$ cat config.mk
export PLATFORM = sky130hd
export DESIGN_NAME = imem_loader
export DESIGN_NICKNAME = d
export VERILOG_FILES = /design/src/rtl/imem_loader.sv
export SDC_FILE = /design/constraint.sdc
export NUM_CORES = 1
export LEC_CHECK = 0
export BUFFER_PORTS_ARGS = -buffer_cell sky130_fd_sc_hd__buf_2
export CAP_MARGIN = 40
export CORE_MARGIN = 2
export CORE_UTILIZATION = 50
export CTS_BUF_LIST = sky130_fd_sc_hd__clkbuf_16
export DETAILED_ROUTE_END_ITERATION = 8
export PLACE_DENSITY_LB_ADDON = 0.25
export SLEW_MARGIN = 20
export SYNTH_ARGS = -nofsm -noshare
export SYNTH_HDL_FRONTEND = slang
export SYNTH_SLANG_ARGS = --single-unit
$ cat constraint.sdc
create_clock -name clk -period 2.2 [get_ports clk]
set_input_delay 0 -clock clk [delete_from_list [all_inputs] [get_ports clk]]
set_output_delay 0 -clock clk [all_outputs]
set_load 0.02 [all_outputs]
$ cat src/rtl/imem_loader.sv
// Instruction-memory loader: streams len words from a valid/ready source into
// a 32-entry imem, keeps a running XOR checksum, then releases the fetch unit.
module imem_loader (
    input  logic        clk,
    input  logic        reset,
    input  logic        start,
    input  logic [5:0]  len,
    input  logic        in_valid,
    input  logic [12:0] in_data,
    output logic        in_ready,
    output logic        we,
    output logic [4:0]  waddr,
    output logic [12:0] wdata,
    output logic        cpu_ce,
    output logic        cpu_rst,
    output logic        busy,
    output logic        done,
    output logic        err,
    output logic [12:0] csum
);

    typedef enum logic [1:0] {IDLE, LOAD, DONE} state_t;

    state_t      state, state_nxt;
    logic [5:0]  len_q;
    logic [4:0]  cnt;
    logic        len_ok;
    logic        start_req;
    logic        accept;
    logic        last_word;

    assign len_ok    = (len != 6'd0) && (len <= 6'd32);
    assign start_req = start && (state != LOAD);
    assign accept    = in_valid && (state == LOAD);
    // len_q is 1..32 during LOAD, so len_q-1 fits the 5-bit counter range.
    assign last_word = accept && ({1'b0, cnt} == (len_q - 6'd1));

    assign in_ready = (state == LOAD);
    assign busy     = (state == LOAD);
    assign done     = (state == DONE);
    assign cpu_ce   = (state == DONE);

    // NOTE: sequential state uses non-blocking assignments so every register
    // samples pre-edge values and simulation matches the synthesized flops.
    always_ff @(posedge clk or negedge reset) begin
        if (!reset) state <= IDLE;
        else        state <= state_nxt;
    end

    // NOTE: next-state defaults to the current state before the case so no
    // path leaves state_nxt unassigned, which would infer a latch.
    always_comb begin
        state_nxt = state;
        case (state)
            IDLE, DONE: if (start_req) state_nxt = len_ok ? LOAD : IDLE;
            LOAD:       if (last_word) state_nxt = DONE;
            default:    state_nxt = IDLE;
        endcase
    end

    always_ff @(posedge clk or negedge reset) begin
        if (!reset) begin
            len_q   <= '0;
            cnt     <= '0;
            we      <= 1'b0;
            waddr   <= '0;
            wdata   <= '0;
            cpu_rst <= 1'b0;
            err     <= 1'b0;
            csum    <= '0;
        end else begin
            we      <= accept;
            cpu_rst <= last_word;
            if (start_req) begin
                if (len_ok) begin
                    len_q <= len;
                    cnt   <= '0;
                    csum  <= '0;
                    err   <= 1'b0;
                end else begin
                    err   <= 1'b1;
                end
            end
            if (accept) begin
                waddr <= cnt;
                wdata <= in_data;
                csum  <= csum ^ in_data;
                // Hold on the final word so a 32-word load never wraps to 0.
                if (!last_word) cnt <= cnt + 5'd1;
            end
        end
    end

endmodule

* Word-level counts from Yosys, hierarchy flattened
Index checks and enable logic that the tools add are counted. Widths: inputs -> output; s select.
Storage, ports and cells: flip-flop bits (word level) 47, bits of input ports 23
Cells by class: add/subtract/negate cells 2, $lt $le $gt $ge 1, eq/ne operators 6, muxes and demuxes 12, bitwise logic cells 1, reduce and logical (&&, ||, !) cells 12
Operator list (number):
- $mux 13 | 3
- $mux 5 | 4
- $xor 13x13->13 | 1
- $eq 5x6->1 | 1
- $le 6x6->1 const B | 1
- $reduce_and 2->1 | 3
- $reduce_bool 6->1 | 1
- $sub 6x1->6 const B | 1
- $add 5x1->5 const B | 1
- $logic_and 1x1->1 | 4
- $mux 2 | 2
- $ne 2x1->1 const B | 2
- $pmux 2 s2 | 1
- $reduce_bool 2->1 | 2
- $eq 2x1->1 const B | 1
- $eq 2x2->1 const B | 1
- $logic_not 2->1 | 1
- $mux 1 | 2
- $ne 2x2->1 const B | 1
- $reduce_or 2->1 | 1

* Logic depth before layout (Yosys ltp)
Gate-level depths: netlist of the first run.
depth in word-level cells 6, mapped depth 8, mapped depth without buffers 8

* Worst setup path before layout of the first run
Ideal clock, no wire load.
kind register to register, start point register len_q[0], end point register cnt[3], setup time 0.121 ns, data arrival time 1.712 ns, required time 2.079 ns, slack 0.367 ns, stages on the path, launching flop included 7, cell sequence dfrtp_1 > or3_4 > o31a_1 > nor4_4 > a21oi_2 > mux2i_1 > o21ai_1
On the way: cells in the longest elaborated chain, start to end 5
RTL lines:
- start: declaration | RTL line 25 | logic [5:0] len_q;
- start signal: assignment | RTL line 76 | len_q <= len;
- $sub 6x1->6 | RTL line 36 | assign last_word = accept && ({1'b0, cnt} == (len_q - 6'd1));
- $eq 5x6->1 | RTL line 36
- $logic_and 1x1->1 | RTL line 36
- $mux 5 | RTL line 89 | if (!last_word) cnt <= cnt + 5'd1;
- $mux 5 | RTL line 84 | if (accept) begin
- end signal: assignment | RTL line 89
- end: declaration | RTL line 26 | logic [4:0] cnt;
No other way between the ends. A chain may end at the register's enable or synchronous reset.

* Worst setup path in the final report of the first run
start point input port len[0], end point register cnt[3]
On the way: cells in the longest elaborated chain, start to end 6, elaborated cells on any way between the ends 7
RTL lines:
- start: declaration | RTL line 7 | input logic [5:0] len,
- $le 6x6->1 or $reduce_bool 6->1 (tied branches) | RTL line 32 | assign len_ok = (len != 6'd0) && (len <= 6'd32);
- $logic_and 1x1->1 * | RTL line 32
- $mux 5 * | RTL line 75 | if (len_ok) begin
- $mux 5 * | RTL line 74 | if (start_req) begin
- $mux 5 | RTL line 89
- $mux 5 * | RTL line 84
Mark *: on every way between the ends. The rest lies on a longest branch, timed or not.

==> impl_metrics.prom, run 1 <==
# TYPE chip_impl_metric gauge
chip_impl_metric{name="grt_first_pass_wirelength",unit="microns"} 7258
chip_impl_metric{name="dr.pass1.iters",unit=""} 4
chip_impl_info{name="tritoncts_clock_tree",value="built"} 1
chip_impl_metric{name="wl_per_cell",unit="microns"} 13.21
chip_impl_info{name="r2r_start",value="len_q[0]$_DFFE_PN0P_"} 1
chip_impl_metric{name="finalPower",unit="W"} 0.004180
chip_impl_metric{name="power_frac_seq",unit=""} 0.375
chip_impl_metric{name="worst-path-stages",unit=""} 9
chip_impl_metric{name="yosysWarningCount",unit=""} 0
chip_impl_metric{name="syn2layout_area_growth",unit="%"} 36.84
chip_impl_metric{name="chipWidth",unit="microns"} 67.63
chip_impl_metric{name="postRouteAntennaNets",unit=""} 0
chip_impl_metric{name="min_cycle_time_layout",unit="ns"} 2.029
chip_impl_metric{name="hold_slack",unit="ns"} 0.03147
chip_impl_metric{name="antenna_violations_before_repair",unit=""} 0
chip_impl_metric{name="route.detailed.vias_per_inst",unit=""} 4.950
chip_impl_metric{name="report.final.slew_viol_count",unit=""} 0
chip_impl_metric{name="dp_hpwl",unit="microns"} 3076
chip_impl_metric{name="overflow",unit=""} 0
chip_impl_metric{name="fill_cells",unit=""} 302
chip_impl_metric{name="placement.io_buffers",unit=""} 60
chip_impl_metric{name="io_pins",unit=""} 61
chip_impl_info{name="run_status",value="finished clean"} 1
chip_impl_info{name="cts_root_buffer",value="clkbuf_16"} 1
chip_impl_metric{name="critical_path_arrival",unit="ns"} 2.19
chip_impl_metric{name="setup_violations",unit=""} 0
chip_impl_metric{name="worstPathBufferInverterCount",unit=""} 3
chip_impl_metric{name="netlist_area",unit="sq um"} 2024
chip_impl_info{name="timing.critical_path.cells",value="dlygate4sd3_1 > buf_2 > or4_1 > nor2_2 > xnor2_1 > nand2_2 > buf_4 > mux2i_1 > o21ai_1"} 1
chip_impl_info{name="setup.worst_path.end_class",value="flop"} 1
chip_impl_metric{name="layout-drive-gt1-share",unit=""} 0.3021
chip_impl_metric{name="cts_max_path_buffers",unit=""} 2
chip_impl_metric{name="synth.lib_cells_used.distinct",unit=""} 30
chip_impl_info{name="critPathLaunch",value="len[0]"} 1
chip_impl_metric{name="design.final.nets",unit=""} 313
chip_impl_info{name="holdCritPathClass",value="input pin to flop"} 1
chip_impl_metric{name="finalWirelength",unit="microns"} 4466
chip_impl_metric{name="fin_skew",unit="ns"} 0.006546
chip_impl_metric{name="die-area",unit="sq um"} 4574
chip_impl_metric{name="power_frac_clock",unit=""} 0.199
chip_impl_metric{name="clk_pin_slew",unit="ns"} 0.06
chip_impl_info{name="critical_path_class",value="input pin to flop"} 1
chip_impl_metric{name="power-per-cell-area",unit="nW/um^2"} 1509
chip_impl_metric{name="worstRegToRegCells",unit=""} 6
chip_impl_info{name="critical-path-top-delay-family",value="buffers and inverters"} 1
chip_impl_metric{name="postCtsSetupBuffers",unit=""} 0
chip_impl_metric{name="num_rows",unit=""} 23
chip_impl_metric{name="htree_num_levels",unit=""} 2
chip_impl_info{name="cp_slowest_cell",value="dlygate4sd3_1"} 1
chip_impl_metric{name="globalplace.congestion",unit=""} 0.7425
chip_impl_metric{name="slew_headroom",unit=""} 0.7101
chip_impl_metric{name="vdd_ir_max",unit="mV"} 0.9112
chip_impl_metric{name="post-route-worst-setup-slack",unit="ns"} 0.1713
chip_impl_metric{name="worst_pin_slew",unit="ns"} 0.4349
chip_impl_metric{name="dr_total_vias",unit=""} 1673
chip_impl_metric{name="total_leakage_power",unit="nW"} 1.445
chip_impl_metric{name="syn_avg_cell_area",unit="sq um"} 10.07
chip_impl_info{name="worstHoldEndpoint",value="state[0]$_DFFE_PN0P_"} 1
chip_impl_metric{name="dp_worst_setup_slack",unit="ns"} 0.2619
chip_impl_metric{name="cts.sink_count",unit=""} 47
chip_impl_metric{name="worst-endpoint-required",unit="ns"} 2.37
chip_impl_metric{name="hold-path-cell-count",unit=""} 4
chip_impl_metric{name="peak_per_stage_delay_on_the_critical_path",unit="ns"} 0.56
chip_impl_metric{name="max_clock_freq",unit="MHz"} 492.9
chip_impl_metric{name="synth.ff_latch_count",unit=""} 47
chip_impl_metric{name="p_sw",unit="W"} 0.001691
chip_impl_metric{name="syn-instance-count",unit=""} 201
chip_impl_metric{name="synth_enable_flop_cells",unit=""} 0
chip_impl_info{name="critPathLaunchType",value="input pin"} 1
chip_impl_metric{name="insertion_delay",unit="ns"} 0.28
chip_impl_metric{name="grtUsageTotal",unit=""} 0.2162
chip_impl_metric{name="insertedDiodeCount",unit=""} 0
chip_impl_metric{name="synth_async_sr_flop_share",unit=""} 1.000
chip_impl_metric{name="timing.reg2reg.setup_slack",unit="ns"} 0.28
chip_impl_metric{name="final.setup.tns",unit="ns"} 0
chip_impl_info{name="hold_path_origin",value="in_valid"} 1
chip_impl_metric{name="sequential_fraction_of_the_synthesis_area",unit=""} 0.5810
chip_impl_metric{name="drt_first_iter_violations",unit=""} 75
chip_impl_metric{name="final_core_utilization",unit=""} 0.7026
chip_impl_metric{name="path_max_fanout",unit=""} 9
chip_impl_metric{name="number_of_global_route_vias_before_repair",unit=""} 1624
chip_impl_info{name="crit-reg2reg-capture",value="cnt[3]$_DFF_PN0_"} 1
chip_impl_metric{name="sw_frac_of_total",unit=""} 0.4047
chip_impl_metric{name="die_h",unit="microns"} 67.63
chip_impl_metric{name="starting_density",unit=""} 0.5135
chip_impl_metric{name="final_min_period_over_clock_period",unit=""} 0.9221
chip_impl_info{name="ys_dominant_reg_cell",value="dfrtp_1"} 1
chip_impl_metric{name="pin_count_of_the_biggest_net_entering_global_routing",unit=""} 29
chip_impl_metric{name="maxCapViolations",unit=""} 0
chip_impl_metric{name="detail_route.drc_violations",unit=""} 0
chip_impl_metric{name="p_int",unit="W"} 0.002488
chip_impl_info{name="grt_setup_unrepaired",value="false"} 1
chip_impl_metric{name="comb_power_share",unit=""} 0.426
chip_impl_metric{name="core_area",unit="sq um"} 3943
chip_impl_metric{name="cts_made_buffers",unit=""} 5
chip_impl_metric{name="timing_hold_violations_final",unit=""} 0
chip_impl_metric{name="syn_nets",unit=""} 226
flip-flops by register name, indices dropped and copies added, names as in the netlist:
register and cells:
cnt 5, cpu_rst 1, csum 13, err 1
len_q 6, state 2, waddr 5, wdata 13
we 1
placed cells by master (no fill, tap or decap), drive strengths merged, types with 2 or more instances in the layout:
master	n
dlygate4sd3	21
clkbuf	5
inv	5
nor2b	2
nor4	2
nand3	16
dfrtp	47
mux2	5
mux2i	3
nand2	67
o21ai	18
ha	2
xor2	4
a21oi	3
nor2	6
buf	67
xnor2	6
worst max-delay path by stage:
stage,end
2_1_floorplan,cnt[3]$_DFF_PN0_
3_3_place_gp,cnt[3]$_DFF_PN0_
3_5_place_dp,cnt[3]$_DFF_PN0_
4_1_cts,cnt[3]$_DFF_PN0_
5_1_grt,cnt[3]$_DFF_PN0_
6_report,cnt[3]$_DFF_PN0_
cell families after synthesis:
group                    after synthesis  share of synthesized area
flip-flops                            47                     0.5810
adder cells (fa/ha/maj)                2                    0.01236
AND/OR/NAND/NOR                       97                     0.2231
buffers and inverters                 13                    0.03028
AO/OA/AOI/OAI                         24                    0.06737
XOR/XNOR                              10                    0.04326
multiplexers                           8                    0.04264
per-layer routing:
layer | vias to the layer above | wire, microns | global-route usage
li1 | 837 | - | -
met1 | 780 | 2051 | 0.2787
met2 | 49 | 2107 | 0.3493
met3 | 7 | 250 | 0.06333
met4 | 0 | 56 | 0.07143
met5 | - | 0 | 0
final cells by class:
| cell class | instances | area (sq um) | area share |
|---|---|---|---|
| clock buffer | 5 | 125.1 | 0.04517 |
| clock inverter | 2 | 37.54 | 0.01355 |
| inverter | 5 | 18.77 | 0.006775 |
| multi-input combinational | 141 | 787.0 | 0.2841 |
| sequential | 47 | 1176 | 0.4246 |
| tap | 50 | 62.56 | 0.02258 |
| timing repair buffer | 88 | 563.0 | 0.2033 |
cells in the mapped netlist (2+ instances only):
cell type,number,area [sq um]
nor2b_1,2,12.51
nor2_1,5,18.77
dfrtp_1,47,1176
ha_1,2,25.02
xor2_1,4,35.03
clkbuf_1,4,15.01
buf_4,3,22.52
xnor2_1,6,52.55
a21oi_1,2,10.01
mux2i_1,3,30.03
inv_1,5,18.77
nand2_1,66,247.7
o21ai_1,16,80.08
mux2_2,5,56.30
nand3_1,16,80.08
timing repair:
item                                    4_1_cts  5_1_grt
hold endpoints to repair                     45        0
hold buffers                                 21        0
resized for setup                             0        0
endpoints found under the setup margin        0        0
tightest hold or removal path: stages:
cell	delay (ns)
buf_2	0.10
nand3_1	0.07
nand2_1	0.07
o21ai_1	0.05
per-stage QoR:
step / area, sq um / std cells
after global placement: 2397 / 310
after CTS: 2770 / 338
after floorplan: 2024 / 201
after global routing: 2770 / 338
final: 2770 / 338
after detailed placement: 2397 / 310
power by group through the flow:
stage / sequential [W] / combinational (W) / clock (W)
finish: 0.00157 / 0.00178 / 0.000834
global route: 0.00162 / 0.00197 / 0.000888
CTS: 0.00157 / 0.00180 / 0.000852
detailed placement: 0.00157 / 0.00177 / 0
global placement: 0.00157 / 0.00172 / 0
floorplan: 0.00189 / 0.000883 / 0
(Power assumes the default switching activity.)
==> run 2: changes to the inputs <==
--- a/config.mk
+++ b/config.mk
@@ -12,6 +12,7 @@
 export CTS_BUF_LIST = sky130_fd_sc_hd__clkbuf_16
 export DETAILED_ROUTE_END_ITERATION = 8
 export PLACE_DENSITY_LB_ADDON = 0.25
+export RECOVER_POWER = 50
 export SLEW_MARGIN = 20
 export SYNTH_ARGS = -nofsm -noshare
 export SYNTH_HDL_FRONTEND = slang
==> run 2 against run 1 <==
Effect of this change: maximum frequency about the same; register-to-register slack about the same; sequential share of layout area up 0.72 points; clock-buffer cell count unchanged; design area down 1.7%; hold slack better by 0.00054 ns; die area unchanged; critical path depth unchanged; global-route usage unchanged; sequential power about the same; critical path type unchanged.
==> impl_metrics.prom, run 2 (synthesized netlist as in run 1, its figures left out) <==
# TYPE chip_impl_metric gauge
chip_impl_info{name="run_status",value="finished clean"} 1
chip_impl_info{name="cts_root_buffer",value="clkbuf_16"} 1
chip_impl_metric{name="grtUsageTotal",unit=""} 0.2162
chip_impl_metric{name="final.setup.tns",unit="ns"} 0
chip_impl_metric{name="max_clock_freq",unit="MHz"} 493.1
chip_impl_metric{name="syn2layout_area_growth",unit="%"} 34.55
chip_impl_metric{name="critical_path_arrival",unit="ns"} 2.19
chip_impl_metric{name="cts.sink_count",unit=""} 47
chip_impl_metric{name="cts_made_buffers",unit=""} 5
chip_impl_metric{name="post-route-worst-setup-slack",unit="ns"} 0.1721
chip_impl_metric{name="die_h",unit="microns"} 67.63
chip_impl_metric{name="report.final.slew_viol_count",unit=""} 0
chip_impl_metric{name="fin_skew",unit="ns"} 0.005911
chip_impl_info{name="critical-path-top-delay-family",value="buffers and inverters"} 1
chip_impl_metric{name="postRouteAntennaNets",unit=""} 0
chip_impl_info{name="critical_path_class",value="input pin to flop"} 1
chip_impl_metric{name="core_area",unit="sq um"} 3943
chip_impl_metric{name="htree_num_levels",unit=""} 2
chip_impl_metric{name="worst-endpoint-required",unit="ns"} 2.37
chip_impl_metric{name="placed_cells",unit=""} 310
chip_impl_metric{name="min_cycle_time_layout",unit="ns"} 2.028
chip_impl_metric{name="detail_route.drc_violations",unit=""} 0
chip_impl_info{name="grt_setup_unrepaired",value="false"} 1
chip_impl_metric{name="finalPower",unit="W"} 0.004108
chip_impl_info{name="tritoncts_clock_tree",value="built"} 1
chip_impl_metric{name="die-area",unit="sq um"} 4574
chip_impl_metric{name="peak_per_stage_delay_on_the_critical_path",unit="ns"} 0.56
chip_impl_metric{name="starting_density",unit=""} 0.5135
chip_impl_info{name="most_common_cell_after_layout_fill_and_taps_aside",value="nand2_1"} 1
chip_impl_metric{name="slew_headroom",unit=""} 0.3129
chip_impl_metric{name="dr_total_vias",unit=""} 1679
chip_impl_metric{name="pin_count_of_the_biggest_net_entering_global_routing",unit=""} 29
chip_impl_metric{name="worstPathBufferInverterCount",unit=""} 3
chip_impl_info{name="largest_registers",value="csum (13), wdata (13), len_q (6)"} 1
chip_impl_info{name="setup.worst_path.end_class",value="flop"} 1
chip_impl_metric{name="cts_max_path_buffers",unit=""} 2
chip_impl_metric{name="route.detailed.vias_per_inst",unit=""} 4.967
chip_impl_info{name="mostFrequentLayoutCells",value="nand2_1, dfrtp_1, clkbuf_1"} 1
chip_impl_metric{name="power-per-cell-area",unit="nW/um^2"} 1508
chip_impl_metric{name="vdd_ir_max",unit="mV"} 0.8578
chip_impl_metric{name="finalWirelength",unit="microns"} 4466
chip_impl_metric{name="design.final.nets",unit=""} 313
chip_impl_metric{name="insertedDiodeCount",unit=""} 0
chip_impl_metric{name="layout-drive-gt1-share",unit=""} 0.1806
chip_impl_metric{name="number_of_global_route_vias_before_repair",unit=""} 1624
chip_impl_metric{name="dp_worst_setup_slack",unit="ns"} 0.2619
chip_impl_metric{name="antenna_violations_before_repair",unit=""} 0
chip_impl_metric{name="total_leakage_power",unit="nW"} 1.329
chip_impl_metric{name="setup_violations",unit=""} 0
chip_impl_metric{name="dr.pass1.iters",unit=""} 4
chip_impl_metric{name="insertion_delay",unit="ns"} 0.28
chip_impl_metric{name="drt_first_iter_violations",unit=""} 73
chip_impl_metric{name="final_min_period_over_clock_period",unit=""} 0.9218
chip_impl_metric{name="final_core_utilization",unit=""} 0.6909
chip_impl_metric{name="cts_resized",unit=""} 0
chip_impl_metric{name="maxCapViolations",unit=""} 0
chip_impl_info{name="critPathLaunchType",value="input pin"} 1
chip_impl_metric{name="clk_pin_slew",unit="ns"} 0.06
chip_impl_metric{name="dp_hpwl",unit="microns"} 3076
chip_impl_info{name="timing.critical_path.cells",value="dlygate4sd3_1 > buf_2 > or4_1 > nor2_2 > xnor2_1 > nand2_2 > buf_4 > mux2i_1 > o21ai_1"} 1
chip_impl_metric{name="grt_first_pass_wirelength",unit="microns"} 7258
chip_impl_metric{name="placement.io_buffers",unit=""} 60
chip_impl_info{name="cp_slowest_cell",value="dlygate4sd3_1"} 1
chip_impl_metric{name="num_rows",unit=""} 23
chip_impl_info{name="holdCritPathClass",value="input pin to flop"} 1
chip_impl_metric{name="fill_cells",unit=""} 323
chip_impl_metric{name="globalplace.congestion",unit=""} 0.7425
chip_impl_metric{name="timing_hold_violations_final",unit=""} 0
chip_impl_metric{name="chipWidth",unit="microns"} 67.63
chip_impl_metric{name="path_max_fanout",unit=""} 9
chip_impl_metric{name="overflow",unit=""} 0
chip_impl_metric{name="wl_per_cell",unit="microns"} 13.21
chip_impl_metric{name="io_pins",unit=""} 61
chip_impl_metric{name="layoutNonFillerInstCount",unit=""} 338
chip_impl_metric{name="worst_pin_slew",unit="ns"} 1.031
run 2: worst register-to-register path, delay by kind of cell (launching register included):
family,cells,cell delay (ns)
muxes,1,0.17
and+or+nand+nor,2,0.73
AOI/OAI and AO/OA,3,0.51
DFF,1,0.41
run 2: metrics by stage:
| step | area, sq um | hold slack [ns] |
|---|---|---|
| floorplan | 2024 | -0.2956 |
| global placement | 2397 | -0.03672 |
| detailed placement | 2397 | -0.03365 |
| CTS | 2770 | 0.03501 |
| global route | 2724 | 0.05368 |
| finish | 2724 | 0.03201 |
run 2: cell type report:
type	count	area [sq um]	share of cell area
flip-flops and latches	47	1176	0.4318
multi-input cells	141	787.0	0.2889
repair buffers	88	516.7	0.1897
clock buffers	5	125.1	0.04593
well taps	50	62.56	0.02297
clock inverters	2	37.54	0.01378
inverters	5	18.77	0.006890
run 2: power breakdown:
group	internal (W)	switching [W]
Clock	0.000529	0.000306
Sequential	0.00125	0.000323
Combinational	0.000625	0.00107
Total	0.00241	0.00170
run 2: timing repair:
action                                  in CTS  in global routing
hold buffers                                21                  0
setup buffers                                0                  0
endpoints found under the hold margin       45                  0
endpoints found under the setup margin       0                  0
run 2: worst paths after layout:
kind | startpoint | to | slack [ns] | depth (start not counted)
hold / removal | in_valid | state[0]$_DFFE_PN0P_ | 0.03 | 4
max in group asynchronous | reset | len_q[5]$_DFFE_PN0P_ | 0.54 | 3
hold reg to reg | state[0]$_DFFE_PN0P_ | state[0]$_DFFE_PN0P_ | 0.47 | 1
setup reg to reg | len_q[0]$_DFFE_PN0P_ | cnt[3]$_DFF_PN0_ | 0.28 | 6
setup / recovery | len[0] | cnt[3]$_DFF_PN0_ | 0.17 | 9
min in group asynchronous | reset | csum[11]$_DFFE_PN0P_ | 0.41 | 2
run 2: metal layers:
layer | up-vias | track usage | routed length (microns)
li1 | 835 | - | -
met1 | 786 | 0.2787 | 2028
met2 | 51 | 0.3493 | 2116
met3 | 7 | 0.06333 | 264
met4 | 0 | 0.07143 | 56
met5 | - | 0 | 0
